===== config.mk =====
export PLATFORM = sky130hd
export DESIGN_NAME = capture_frame_gate_flat
export DESIGN_NICKNAME = d
export VERILOG_FILES = /design/src/rtl/camera_pkg.sv /design/src/rtl/capture_frame_gate_if.sv /design/src/rtl/frame_gate_stats.sv /design/src/rtl/capture_frame_gate.sv /design/src/flat_wrapper.sv
export SDC_FILE = /design/constraint.sdc
export NUM_CORES = 1
export LEC_CHECK = 0
export ABC_AREA = 1
export BUFFER_PORTS_ARGS = -buffer_cell sky130_fd_sc_hd__buf_2
export CELL_PAD_IN_SITES_DETAIL_PLACEMENT = 2
export CELL_PAD_IN_SITES_GLOBAL_PLACEMENT = 2
export CORE_MARGIN = 5
export CORE_UTILIZATION = 24
export CTS_BUF_LIST = sky130_fd_sc_hd__clkbuf_8
export DETAILED_ROUTE_END_ITERATION = 10
export PLACE_DENSITY_LB_ADDON = 0.15
export REMOVE_ABC_BUFFERS = 1
export SETUP_SLACK_MARGIN = 0.02
export SYNTH_ARGS = -nofsm -noshare
export SYNTH_HDL_FRONTEND = slang
export SYNTH_SLANG_ARGS = --single-unit

===== constraint.sdc =====
create_clock -name clock_in -period 1.1 [get_ports clock_in]
set_clock_uncertainty 0.05 [all_clocks]
set_input_delay 0.11 -clock clock_in [delete_from_list [all_inputs] [get_ports clock_in]]
set_output_delay 0.11 -clock clock_in [all_outputs]
set_load 0.005 [all_outputs]

===== src/rtl/camera_pkg.sv =====
// Shared camera pipeline definitions: frame gate state encoding and default widths.
// Imported by the capture frame gate, its pixel bus interface and its statistics block.
package camera_pkg;

    localparam int PIXEL_WIDTH_DEFAULT = 10;
    localparam int COUNT_WIDTH_DEFAULT = 11;

    typedef enum logic [1:0] {
        IDLE     = 2'd0,
        ARMED    = 2'd1,
        WAIT_SOF = 2'd2,
        PASS     = 2'd3
    } frame_gate_state_t;

endpackage


===== src/rtl/capture_frame_gate_if.sv =====
// Pixel bus: one Bayer sample qualified by line valid and frame valid.
// The producer uses the master modport and the consumer uses the slave modport.
interface capture_frame_gate_if
    import camera_pkg::*;
#(
    parameter int PIXEL_WIDTH = PIXEL_WIDTH_DEFAULT
);

    logic [PIXEL_WIDTH-1:0] bayer_data;
    logic                   line_valid;
    logic                   frame_valid;

    modport master (
        output bayer_data,
        output line_valid,
        output frame_valid
    );

    modport slave (
        input bayer_data,
        input line_valid,
        input frame_valid
    );

endinterface


===== src/rtl/frame_gate_stats.sv =====
// Per-frame geometry statistics for the capture frame gate: first-line width,
// saturating line count and a sticky line-length mismatch flag (FRAME_GATE_STATS_EN builds only).
module frame_gate_stats
    import camera_pkg::*;
#(
    parameter int COUNT_WIDTH = COUNT_WIDTH_DEFAULT
) (
    input  logic                   clk_i,
    input  logic                   rst_n_i,
    input  logic                   clear_i,
    input  logic                   pixel_i,
    input  logic                   in_pass_i,
    output logic [COUNT_WIDTH-1:0] line_width_o,
    output logic [COUNT_WIDTH-1:0] line_count_o,
    output logic                   mismatch_o
);

    localparam logic [COUNT_WIDTH-1:0] CNT_MAX = '1;

    logic [COUNT_WIDTH-1:0] pix_cnt_q, pix_cnt_d;
    logic [COUNT_WIDTH-1:0] line_cnt_q, line_cnt_d;
    logic [COUNT_WIDTH-1:0] width_q, width_d;
    logic                   mismatch_q, mismatch_d;
    logic                   first_seen_q, first_seen_d;
    logic                   in_line_q;
    logic                   line_end;

    // A line closes on the first non-pixel cycle after a pixel, which also
    // catches a line cut short by frame valid dropping underneath it.
    assign line_end = in_pass_i && in_line_q && !pixel_i;

    always_comb begin
        pix_cnt_d    = pix_cnt_q;
        line_cnt_d   = line_cnt_q;
        width_d      = width_q;
        mismatch_d   = mismatch_q;
        first_seen_d = first_seen_q;
        if (clear_i) begin
            pix_cnt_d    = pixel_i ? COUNT_WIDTH'(1) : '0;
            line_cnt_d   = '0;
            width_d      = '0;
            mismatch_d   = 1'b0;
            first_seen_d = 1'b0;
        end else begin
            if (pixel_i) begin
                if (pix_cnt_q == CNT_MAX) begin
                    mismatch_d = 1'b1;
                end else begin
                    pix_cnt_d = pix_cnt_q + 1'b1;
                end
            end
            if (line_end) begin
                pix_cnt_d = '0;
                if (line_cnt_q != CNT_MAX) begin
                    line_cnt_d = line_cnt_q + 1'b1;
                end
                if (!first_seen_q) begin
                    width_d      = pix_cnt_q;
                    first_seen_d = 1'b1;
                end else if (pix_cnt_q != width_q) begin
                    mismatch_d = 1'b1;
                end
            end
        end
    end

    always_ff @(posedge clk_i or negedge rst_n_i) begin
        if (!rst_n_i) begin
            pix_cnt_q    <= '0;
            line_cnt_q   <= '0;
            width_q      <= '0;
            mismatch_q   <= 1'b0;
            first_seen_q <= 1'b0;
            in_line_q    <= 1'b0;
        end else begin
            pix_cnt_q    <= pix_cnt_d;
            line_cnt_q   <= line_cnt_d;
            width_q      <= width_d;
            mismatch_q   <= mismatch_d;
            first_seen_q <= first_seen_d;
            in_line_q    <= pixel_i;
        end
    end

    assign line_width_o = width_q;
    assign line_count_o = line_cnt_q;
    assign mismatch_o   = mismatch_q;

endmodule


===== src/rtl/capture_frame_gate.sv =====
// Capture frame gate: arms on a start request and forwards exactly one whole Bayer frame.
// Define FRAME_GATE_STATS_EN to build the per-frame width/count/mismatch statistics.
module capture_frame_gate
    import camera_pkg::*;
#(
    parameter int PIXEL_WIDTH = PIXEL_WIDTH_DEFAULT,
    parameter int COUNT_WIDTH = COUNT_WIDTH_DEFAULT
) (
    input  logic                   clock_in,
    input  logic                   reset_n_in,
    input  logic                   start_capture_in,
    capture_frame_gate_if.slave    pix_in,
    capture_frame_gate_if.master   pix_out,
    output logic                   busy_out,
    output logic                   frame_done_out,
    output logic [COUNT_WIDTH-1:0] line_width_out,
    output logic [COUNT_WIDTH-1:0] line_count_out,
    output logic                   mismatch_out
);

    frame_gate_state_t state_q, state_d;

    logic                   start_q;
    logic                   fv_in_q;
    logic                   done_q, done_d;
    logic [PIXEL_WIDTH-1:0] data_q, data_d;
    logic                   lv_out_q, lv_out_d;
    logic                   fv_out_q, fv_out_d;
    logic                   start_edge;
    logic                   sof;
    logic                   eof;
    logic                   forward;

    assign start_edge = start_capture_in & ~start_q;
    assign sof        = pix_in.frame_valid & ~fv_in_q;
    assign eof        = ~pix_in.frame_valid & fv_in_q;

    // The done cycle still reports busy, so a start edge landing there is ignored.
    always_comb begin
        state_d = state_q;
        done_d  = 1'b0;
        case (state_q)
            IDLE: begin
                if (start_edge && !done_q) begin
                    state_d = ARMED;
                end
            end
            ARMED: begin
                if (!pix_in.frame_valid) begin
                    state_d = WAIT_SOF;
                end
            end
            WAIT_SOF: begin
                if (sof) begin
                    state_d = PASS;
                end
            end
            PASS: begin
                if (eof) begin
                    state_d = IDLE;
                    done_d  = 1'b1;
                end
            end
            default: begin
                state_d = IDLE;
            end
        endcase
    end

    // Gating on the next state lets the start-of-frame sample through with one cycle of latency.
    assign forward  = (state_d == PASS);
    assign data_d   = forward ? pix_in.bayer_data : '0;
    assign lv_out_d = forward & pix_in.line_valid;
    assign fv_out_d = forward & pix_in.frame_valid;

    always_ff @(posedge clock_in or negedge reset_n_in) begin
        if (!reset_n_in) begin
            state_q  <= IDLE;
            start_q  <= 1'b0;
            fv_in_q  <= 1'b0;
            done_q   <= 1'b0;
            data_q   <= '0;
            lv_out_q <= 1'b0;
            fv_out_q <= 1'b0;
        end else begin
            state_q  <= state_d;
            start_q  <= start_capture_in;
            fv_in_q  <= pix_in.frame_valid;
            done_q   <= done_d;
            data_q   <= data_d;
            lv_out_q <= lv_out_d;
            fv_out_q <= fv_out_d;
        end
    end

    assign pix_out.bayer_data  = data_q;
    assign pix_out.line_valid  = lv_out_q;
    assign pix_out.frame_valid = fv_out_q;
    assign frame_done_out      = done_q;
    assign busy_out            = (state_q != IDLE) | done_q;

`ifdef FRAME_GATE_STATS_EN
    logic stats_clear;
    logic stats_pixel;
    logic stats_in_pass;

    assign stats_clear   = (state_q != PASS) && (state_d == PASS);
    assign stats_pixel   = forward && pix_in.line_valid && pix_in.frame_valid;
    assign stats_in_pass = (state_q == PASS);

    frame_gate_stats #(
        .COUNT_WIDTH (COUNT_WIDTH)
    ) u_stats (
        .clk_i        (clock_in),
        .rst_n_i      (reset_n_in),
        .clear_i      (stats_clear),
        .pixel_i      (stats_pixel),
        .in_pass_i    (stats_in_pass),
        .line_width_o (line_width_out),
        .line_count_o (line_count_out),
        .mismatch_o   (mismatch_out)
    );
`else
    assign line_width_out = '0;
    assign line_count_out = '0;
    assign mismatch_out   = 1'b0;
`endif

endmodule


===== src/flat_wrapper.sv =====
// flat-port wrapper written by rule: the top's interface ports become plain ports
module capture_frame_gate_flat import camera_pkg::*;
#(
    parameter int PIXEL_WIDTH = PIXEL_WIDTH_DEFAULT,
    parameter int COUNT_WIDTH = COUNT_WIDTH_DEFAULT
)
  (clock_in, reset_n_in, start_capture_in, busy_out, frame_done_out, line_width_out, line_count_out, mismatch_out, pix_in_bayer_data, pix_in_line_valid, pix_in_frame_valid, pix_out_bayer_data, pix_out_line_valid, pix_out_frame_valid);
  capture_frame_gate_if #(.PIXEL_WIDTH(PIXEL_WIDTH)) pix_in_i ();
  capture_frame_gate_if #(.PIXEL_WIDTH(PIXEL_WIDTH)) pix_out_i ();
  input  logic clock_in;
  input  logic reset_n_in;
  input  logic start_capture_in;
  output logic busy_out;
  output logic frame_done_out;
  output logic [COUNT_WIDTH-1:0] line_width_out;
  output logic [COUNT_WIDTH-1:0] line_count_out;
  output logic mismatch_out;
  input wire logic [$bits(pix_in_i.bayer_data)-1:0] pix_in_bayer_data;
  input wire logic [$bits(pix_in_i.line_valid)-1:0] pix_in_line_valid;
  input wire logic [$bits(pix_in_i.frame_valid)-1:0] pix_in_frame_valid;
  output wire logic [$bits(pix_out_i.bayer_data)-1:0] pix_out_bayer_data;
  output wire logic [$bits(pix_out_i.line_valid)-1:0] pix_out_line_valid;
  output wire logic [$bits(pix_out_i.frame_valid)-1:0] pix_out_frame_valid;
  assign pix_in_i.bayer_data = pix_in_bayer_data;
  assign pix_in_i.line_valid = pix_in_line_valid;
  assign pix_in_i.frame_valid = pix_in_frame_valid;
  assign pix_out_bayer_data = pix_out_i.bayer_data;
  assign pix_out_line_valid = pix_out_i.line_valid;
  assign pix_out_frame_valid = pix_out_i.frame_valid;
  capture_frame_gate #(.PIXEL_WIDTH(PIXEL_WIDTH), .COUNT_WIDTH(COUNT_WIDTH)) u_core (.clock_in(clock_in), .reset_n_in(reset_n_in), .start_capture_in(start_capture_in), .pix_in(pix_in_i), .pix_out(pix_out_i), .busy_out(busy_out), .frame_done_out(frame_done_out), .line_width_out(line_width_out), .line_count_out(line_count_out), .mismatch_out(mismatch_out));
endmodule

Yosys cells after proc, flatten, opt, wreduce, memory -nomap -nowiden:

Index checks and enable logic that the tools add are counted.

* flip-flop bits (word level): 17
* latch bits: 0
* memory bits (writable): 0
* ROM bits: 0
* output and inout bits: 37
* memories: 0

* add/sub/neg operators: 0
* multiply operators: 0
* div/mod/pow operators: 0
* order comparisons: 0
* equality and inequality tests: 4
* shifts and indexed selects: 0
* multiplexer cells: 8
* bitwise operators: 9
* reductions and logical operators: 4

Operators with widths (count)
* $mux W10: 1
* $mux W2: 4
* $pmux W2 S4: 1
* $eq A2 B2 Y1 const B: 3
* $and A1 B1 Y1: 5
* $not A1 Y1: 3
* $eq A2 B1 Y1 const B: 1
* $logic_not A2 Y1: 1
* $mux W1: 2
* $reduce_bool A2 Y1: 1
* $logic_and A1 B1 Y1: 1
* $logic_not A1 Y1: 1
* $or A1 B1 Y1: 1

Longest topological paths before layout:

Gate-level depths: netlist of the first run.

* depth after elaboration: 7
* gate-level depth with buffers: 5

Least setup slack after synthesis of the first run:

Ideal clock, no wire load.

* path type: reg2reg
* start point: register u_core.state_q[0]
* end point: register u_core.data_q[0], in the netlist u_core.pix_out.bayer_data[0]
* setup time: 0.073 ns
* data arrival time: 0.851 ns
* slack: 0.126 ns
* cell stages (with the launch flop): 5
* clock period less this slack: 0.974 ns
* cells stage by stage: dfrtp_1 > inv_1 > nand4_1 > buf_6 > a21oi_2

* cells in the longest elaborated chain, start to end: 4
* elaborated cells on any way between the ends: 11
* those cells by class: 4 x eq/ne; 6 x mux; 1 x reduce/logical

Ends and longest elaborated chain
* start: declaration: line capture_frame_gate.sv:21 `frame_gate_state_t state_q, state_d;`
* start signal: assignment: line capture_frame_gate.sv:86 `state_q <= state_d;`
* $eq A2 B2 Y1 (tied with other cells): line capture_frame_gate.sv:42 `case (state_q)`
* $pmux W2 S4 (*): line capture_frame_gate.sv:42
* $eq A2 B2 Y1 (*): line capture_frame_gate.sv:71 `assign forward = (state_d == PASS);`
* $mux W10 (*): line capture_frame_gate.sv:72 `assign data_d = forward ? pix_in.bayer_data : '0;`
* named net u_core.data_d[0]: line capture_frame_gate.sv:26 `logic [PIXEL_WIDTH-1:0] data_q, data_d;`
* end signal: assignment: line capture_frame_gate.sv:90 `data_q <= data_d;`
* end: declaration: line capture_frame_gate.sv:26

Mark *: on every way through the listed nets, which the timed path passes. The rest lies on a longest branch.

Worst setup path after layout of the first run:

* start point: register u_core.state_q[0]
* end point: output busy_out

* cells in the longest elaborated chain, start to end: 2

Ends and longest elaborated chain
* $reduce_bool A2 Y1: line capture_frame_gate.sv:100 `assign busy_out = (state_q != IDLE) | done_q;`
* $or A1 B1 Y1: line capture_frame_gate.sv:100
* end: declaration: line flat_wrapper.sv:13 `output logic busy_out;`

No other way between the ends.

==> results.md, run 1 <==
- Met2 wire length: 1.03 mm
- DRT antenna net count: 0
- DIE AREA: 4850 um2
- CTS sink count: 17
- Internal: 1410 uW
- Leak Pwr: 0.000635 uW
- Total negative slack: -190 ps
- Ys async rst share: 1.00
- Metal3 WL: 164 um
- Pre-antenna DRT Iters: 3
- CTS H-tree lvls: 1
- Hold WS: 21.0 ps
- Worst slack at placement: 19.9 ps
- Compound-cell area share of the yosys netlist: 0.135
- Yosys reg bits: 17
- Clock power frac: 0.219
- Core area: 3390 um2
- Worst VDD drop: 0.000700 V
- Root Driver: clkbuf_8
- Inserted Clock Buffers: 3
- Crit-path max FO: 5
- Setup-failing EPs final: 12
- N_diodes: 0
- Global-route wire length before repair: 3.62 mm
- Initial antenna violation count: 0
- Post-DP HPWL: 1.43 mm
- FF/Latch Area: 428 um2
- Port Buffer Count: 28
- Post-layout min period: 1140 ps
- Avg WL per Cell: 12.0 um
- Drt total wl: 2.07 mm
- Syn Inst Count: 86
- Setup crit start kind: flip-flop
- Largest family of logic cells by synthesized area: buffers and inverters
- Comb power frac: 0.368
- Multi-input logic area: 270 um2
- Initial Util: 0.252
- Status: finished with violations
- Cell with the most instances after synthesis: buf_4
- Crit path largest cell delay: 440 ps
- Syn avg cell area: 9.92 um2
- Switching Power: 678 uW
- Chip width: 69.6 um
- Routability cong.: 0.760
- Critical path class: reg -> out
- Synth Area in XOR/XNOR: 0
- MaxCap Viol Count: 0
- Placed Instance Area: 966 um2
- Required time worst endpoint: 940 ps
- Synth area leader: dfrtp_1
- Predominant post-synthesis flop cell: dfrtp_1
- GRT Total Usage: 0.0928
- Fin. max-slew vios: 0
- Vias in the first global route: 763
- Post-synth EDFFs: 0
- Synth Area in Simple Gates: 0.0587
- Sw Share: 0.324
- Total power: 2090 uW
- Max clock buf depth: 2
- Global route overflow: 0
- Synth Area in Adders: 0
- Synth area leaders: dfrtp_1, buf_4, a21oi_2
- P per Cell Area: 1880 nW/um2
- Synthesis warning total: 0
- Largest net degree at the start of global routing: 18
- Critical-path cell list: nor2_4 > nand2_1 > buf_2
- Drt drc: 0
- Top cell type's share of synthesized area: 0.499
- Distinct cells, synth: 15
- RSZ-0062 raised after global routing: true
- Fin nets: 142
- Routed via count: 626
- Filler cell count: 382
- Worst Setup End Kind: output port
- Worst-path clk slew: 70 ps
- Top routing layer in use: met4
- Max Freq: 877 MHz
- WP data arrival: 980 ps
- Beginning of the critical path: u_core.state_q[0]$_DFF_PN0_
- Post-Synthesis Cell Area: 853 um2
- DRT iter0 DRCs: 14
- Slowest cell on the critical path: dfrtp_2
- Final hold violation count: 0
- RR Startpoint: u_core.state_q[1]$_DFF_PN0_
- Sequential Power Share: 0.412
- Post-route cell area: 1110 um2
- Ports: 52
- Fin crit share: 1.04
- Layout area overhead: 30.2%
- Drt via density: 3.64
- CTS tree: built
- M1 WL: 858 um
- Failing checks: setup timing
- Mux share of post-synthesis cell area: 0
- Clk_lat worst skew: 250 ps
- Final worst slack: -39.7 ps
- Hold Path Origin: pix_in_bayer_data[2]
- Share of layout cells above drive strength 1: 0.452
- Top post-synthesis cells by count: buf_4, dfrtp_1, inv_1
- Worst hold path type: in -> reg
- Die Y-Extent: 69.6 um
- Sequential area share after synthesis: 0.499
- Rows: 21
final cells by class:
| type | instances | share of cell area |
|---|---|---|
| Inverter | 17 | 0.0574 |
| Clock buffer | 3 | 0.0372 |
| Multi-Input combinational cell | 49 | 0.243 |
| Tap cell | 46 | 0.0518 |
| Timing Repair Buffer | 39 | 0.222 |
| Sequential cell | 17 | 0.385 |
| Clock inverter | 1 | 0.00338 |
sequential cells by signal, summed over array words and instances, names as in the netlist:
signal,cells
u_core.pix_out.bayer_data,10
u_core.state_q,2
u_core.frame_done_out,1
u_core.fv_in_q,1
u_core.pix_out.frame_valid,1
u_core.pix_out.line_valid,1
u_core.start_q,1
kinds of logic after synthesis:
logic type             Yosys count
buffers and inverters           42
DFF                             17
AOI/OAI and AO/OA               15
and+or+nand+nor                 11
other                            1
critical path: cells and delay by family (launching register included):
family,cells,cell delay (ps)
flops,1,440
buf+inv,1,120
simple gates,2,170
routing by layer:
layer	global-route usage	vias up
met5	0	-
met4	0.0255	0
met3	0.0449	4
met2	0.153	33
met1	0.107	297
li1	-	292
stage by stage:
stage | util | instances
6_report | 0.328 | 172
3_5_place_dp | 0.285 | 159
2_1_floorplan | - | 83
5_1_grt | 0.328 | 172
4_1_cts | 0.323 | 171
3_3_place_gp | 0.285 | 159
path summary, 6_finish.rpt:
path / to / slack [ps] / cells after the start
setup / recovery: busy_out / -40 / 3
hold / removal: u_core.pix_out.bayer_data[2]$_DFF_PN0_ / 20 / 3
setup reg to reg: u_core.pix_out.bayer_data[6]$_DFF_PN0_ / -20 / 4
hold reg to reg: u_core.state_q[0]$_DFF_PN0_ / 520 / 3
max in group asynchronous: u_core.state_q[1]$_DFF_PN0_ / 430 / 2
min in group asynchronous: u_core.pix_out.bayer_data[3]$_DFF_PN0_ / 270 / 2
layout by cell type, fill, tap and decap left out:
master,n
buf_6,1
dfrtp_1,15
inv_2,1
buf_2,28
nand3_2,1
dlygate4sd3_1,3
o21ai_1,2
buf_4,6
a21oi_1,1
o211ai_1,1
clkbuf_8,3
a21oi_2,11
buf_12,1
conb_1,23
nand2_1,4
inv_1,17
dfrtp_2,2
nand2_2,1
nand4_1,2
nor2_2,1
nor2_4,1
nor2_1,1
what timing repair did:
| action | in CTS | in global routing |
|---|---|---|
| resized for setup | 6 | 4 |
| setup buffers | 5 | 1 |
| gates cloned | 0 | 0 |
| endpoints found under the setup margin | 2 | 13 |
| hold buffers | 3 | 0 |
| pin swaps | 11 | 3 |
| hold endpoints to repair | 19 | 0 |
power groups by stage:
stage               logic (uW)  clock network, uW  registers (uW)
floorplan                  262                  0             870
global placement           566                  0             865
detailed placement         576                  0             866
CTS                        737                487             851
global route               861                519             884
finish                     771                459             863
(Power assumes the default switching activity.)
==> inputs of run 2 (changes only) <==
==> constraint.sdc (replaced) <==
create_clock -name clock_in -period 1.1 [get_ports clock_in]
set_clock_uncertainty 0.05 [all_clocks]
set_input_delay 0.22 -clock clock_in [delete_from_list [all_inputs] [get_ports clock_in]]
set_output_delay 0.22 -clock clock_in [all_outputs]
set_load 0.005 [all_outputs]
==> run 2 against run 1 <==
- the run still ends with setup timing left
- sequential cell count unchanged
- via count decreased by 0.32%
- register-to-register slack lost 40 ps
- cell count shrank 0.58%
- non-clock buffer count decreased by 1
- critical path depth stayed put
- global-route usage shrank 0.78 points
- first-iteration DRC count down 86%
==> results.md, run 2 (same netlist as run 1, synthesis figures left out) <==
- Vias in the first global route: 736
- Drt drc: 0
- Fin nets: 141
- Max clock buf depth: 2
- Rows: 21
- Initial Util: 0.252
- Chip width: 69.6 um
- CTS tree: built
- Max reg flops: 10
- RSZ-0062 raised after global routing: true
- Port Buffer Count: 28
- Ports: 52
- Global-route wire length before repair: 3.35 mm
- Required time worst endpoint: 830 ps
- Root Driver: clkbuf_8
- Initial antenna violation count: 0
- Largest net degree at the start of global routing: 18
- Worst slack at placement: 56.3 ps
- Fin. max-slew vios: 0
- Crit-path max FO: 2
- Slowest cell on the critical path: dfrtp_1
- Critical path class: reg -> out
- P per Cell Area: 1880 nW/um2
- Fin crit share: 1.12
- Inserted Clock Buffers: 3
- Worst hold path type: in -> reg
- MaxCap Viol Count: 0
- Dpl cells: 163
- Crit path depth: 3
- Commonest non-fill, non-tap cell in the layout: buf_2
- Worst VDD drop: 0.000715 V
- Most frequent cells in the layout: buf_2, conb_1, dfrtp_1, inv_1, a21oi_2
- Die Y-Extent: 69.6 um
- Global route overflow: 0
- DRT antenna net count: 0
- Avg WL per Cell: 11.2 um
- Status: finished with violations
- Total power: 2030 uW
- Clk_lat worst skew: 250 ps
- Core area: 3390 um2
- WP data arrival: 970 ps
- GRT Total Usage: 0.0850
- Reg2reg path depth: 5
- Routability cong.: 0.681
- Drt via density: 3.65
- Buf/Inv on CP: 1
- Final worst slack: -137 ps
- Post-layout min period: 1240 ps
- CTS sink count: 17
- Min-Delay Path Depth: 1
- Final hold violation count: 0
- Routed via count: 624
- DRT iter0 DRCs: 2
- Failing checks: setup timing
- Worst-path clk slew: 60 ps
- Max Freq: 809 MHz
- Share of layout cells above drive strength 1: 0.456
- Setup crit start kind: flip-flop
- Post-DP HPWL: 1.54 mm
- Layout area overhead: 26.8%
- Post-Layout Cell Count: 171
- Critical-path cell list: nor2_2 > nand2_1 > buf_2
- Drt total wl: 1.91 mm
- Pre-antenna DRT Iters: 2
- N_diodes: 0
- DIE AREA: 4850 um2
- Total negative slack: -702 ps
- Setup-failing EPs final: 13
- Leak Pwr: 0.000625 uW
- CP top delay family: flip-flops
- Filler cell count: 396
- Worst Setup End Kind: output port
- Crit path largest cell delay: 400 ps
- CTS H-tree lvls: 1
[run 2: area by class of cell]
class | instances | area [um2] | area share
timing repair buffer | 38 | 225 | 0.208
multi-input combinational | 49 | 264 | 0.244
tap | 46 | 57.6 | 0.0532
sequential | 17 | 425 | 0.393
clock inverter | 1 | 5.00 | 0.00462
clock buffer | 3 | 41.3 | 0.0382
inverter | 17 | 63.8 | 0.0590
[run 2: power breakdown]
group	internal [uW]	switching, uW	leakage (uW)
combinational	361	380	0.000379
sequential	770	55.4	0.000220
clock	251	213	0.0000255
total	1380	649	0.000625
[run 2: repair_timing]
action | in CTS | in global routing
pin swaps | 2 | 1
hold endpoints to repair | 17 | 0
endpoints found under the setup margin | 1 | 15
hold buffers | 1 | 0
buffers inserted | 3 | 0
resized for setup | 2 | 5
[run 2: final timing paths]
check | from | to | slack, ps
min in group asynchronous | reset_n_in | u_core.pix_out.bayer_data[4]$_DFF_PN0_ | 370
min | start_capture_in | u_core.start_q$_DFF_PN0_ | 50
max | u_core.state_q[0]$_DFF_PN0_ | busy_out | -140
min reg2reg | u_core.start_q$_DFF_PN0_ | u_core.state_q[0]$_DFF_PN0_ | 490
max in group asynchronous | reset_n_in | u_core.frame_done_out$_DFF_PN0_ | 360
max reg2reg | u_core.state_q[0]$_DFF_PN0_ | u_core.pix_out.bayer_data[2]$_DFF_PN0_ | -60
[run 2: per-layer routing]
metal / vias up / GRT usage / share of wire
li1: 290 / - / -
met1: 298 / 0.102 / 0.40
met2: 34 / 0.129 / 0.47
met3: 2 / 0.0565 / 0.12
met4: 0 / 0.0128 / 0.0010
met5: - / 0 / 0
[run 2: through the flow]
step | util | instance area (um2) | hold WS [ps]
after CTS | 0.314 | 1060 | 36.6
after floorplan | - | 741 | -126
after global placement | 0.290 | 983 | 122
final | 0.319 | 1080 | 45.3
after detailed placement | 0.290 | 983 | 122
after global routing | 0.319 | 1080 | 35.1
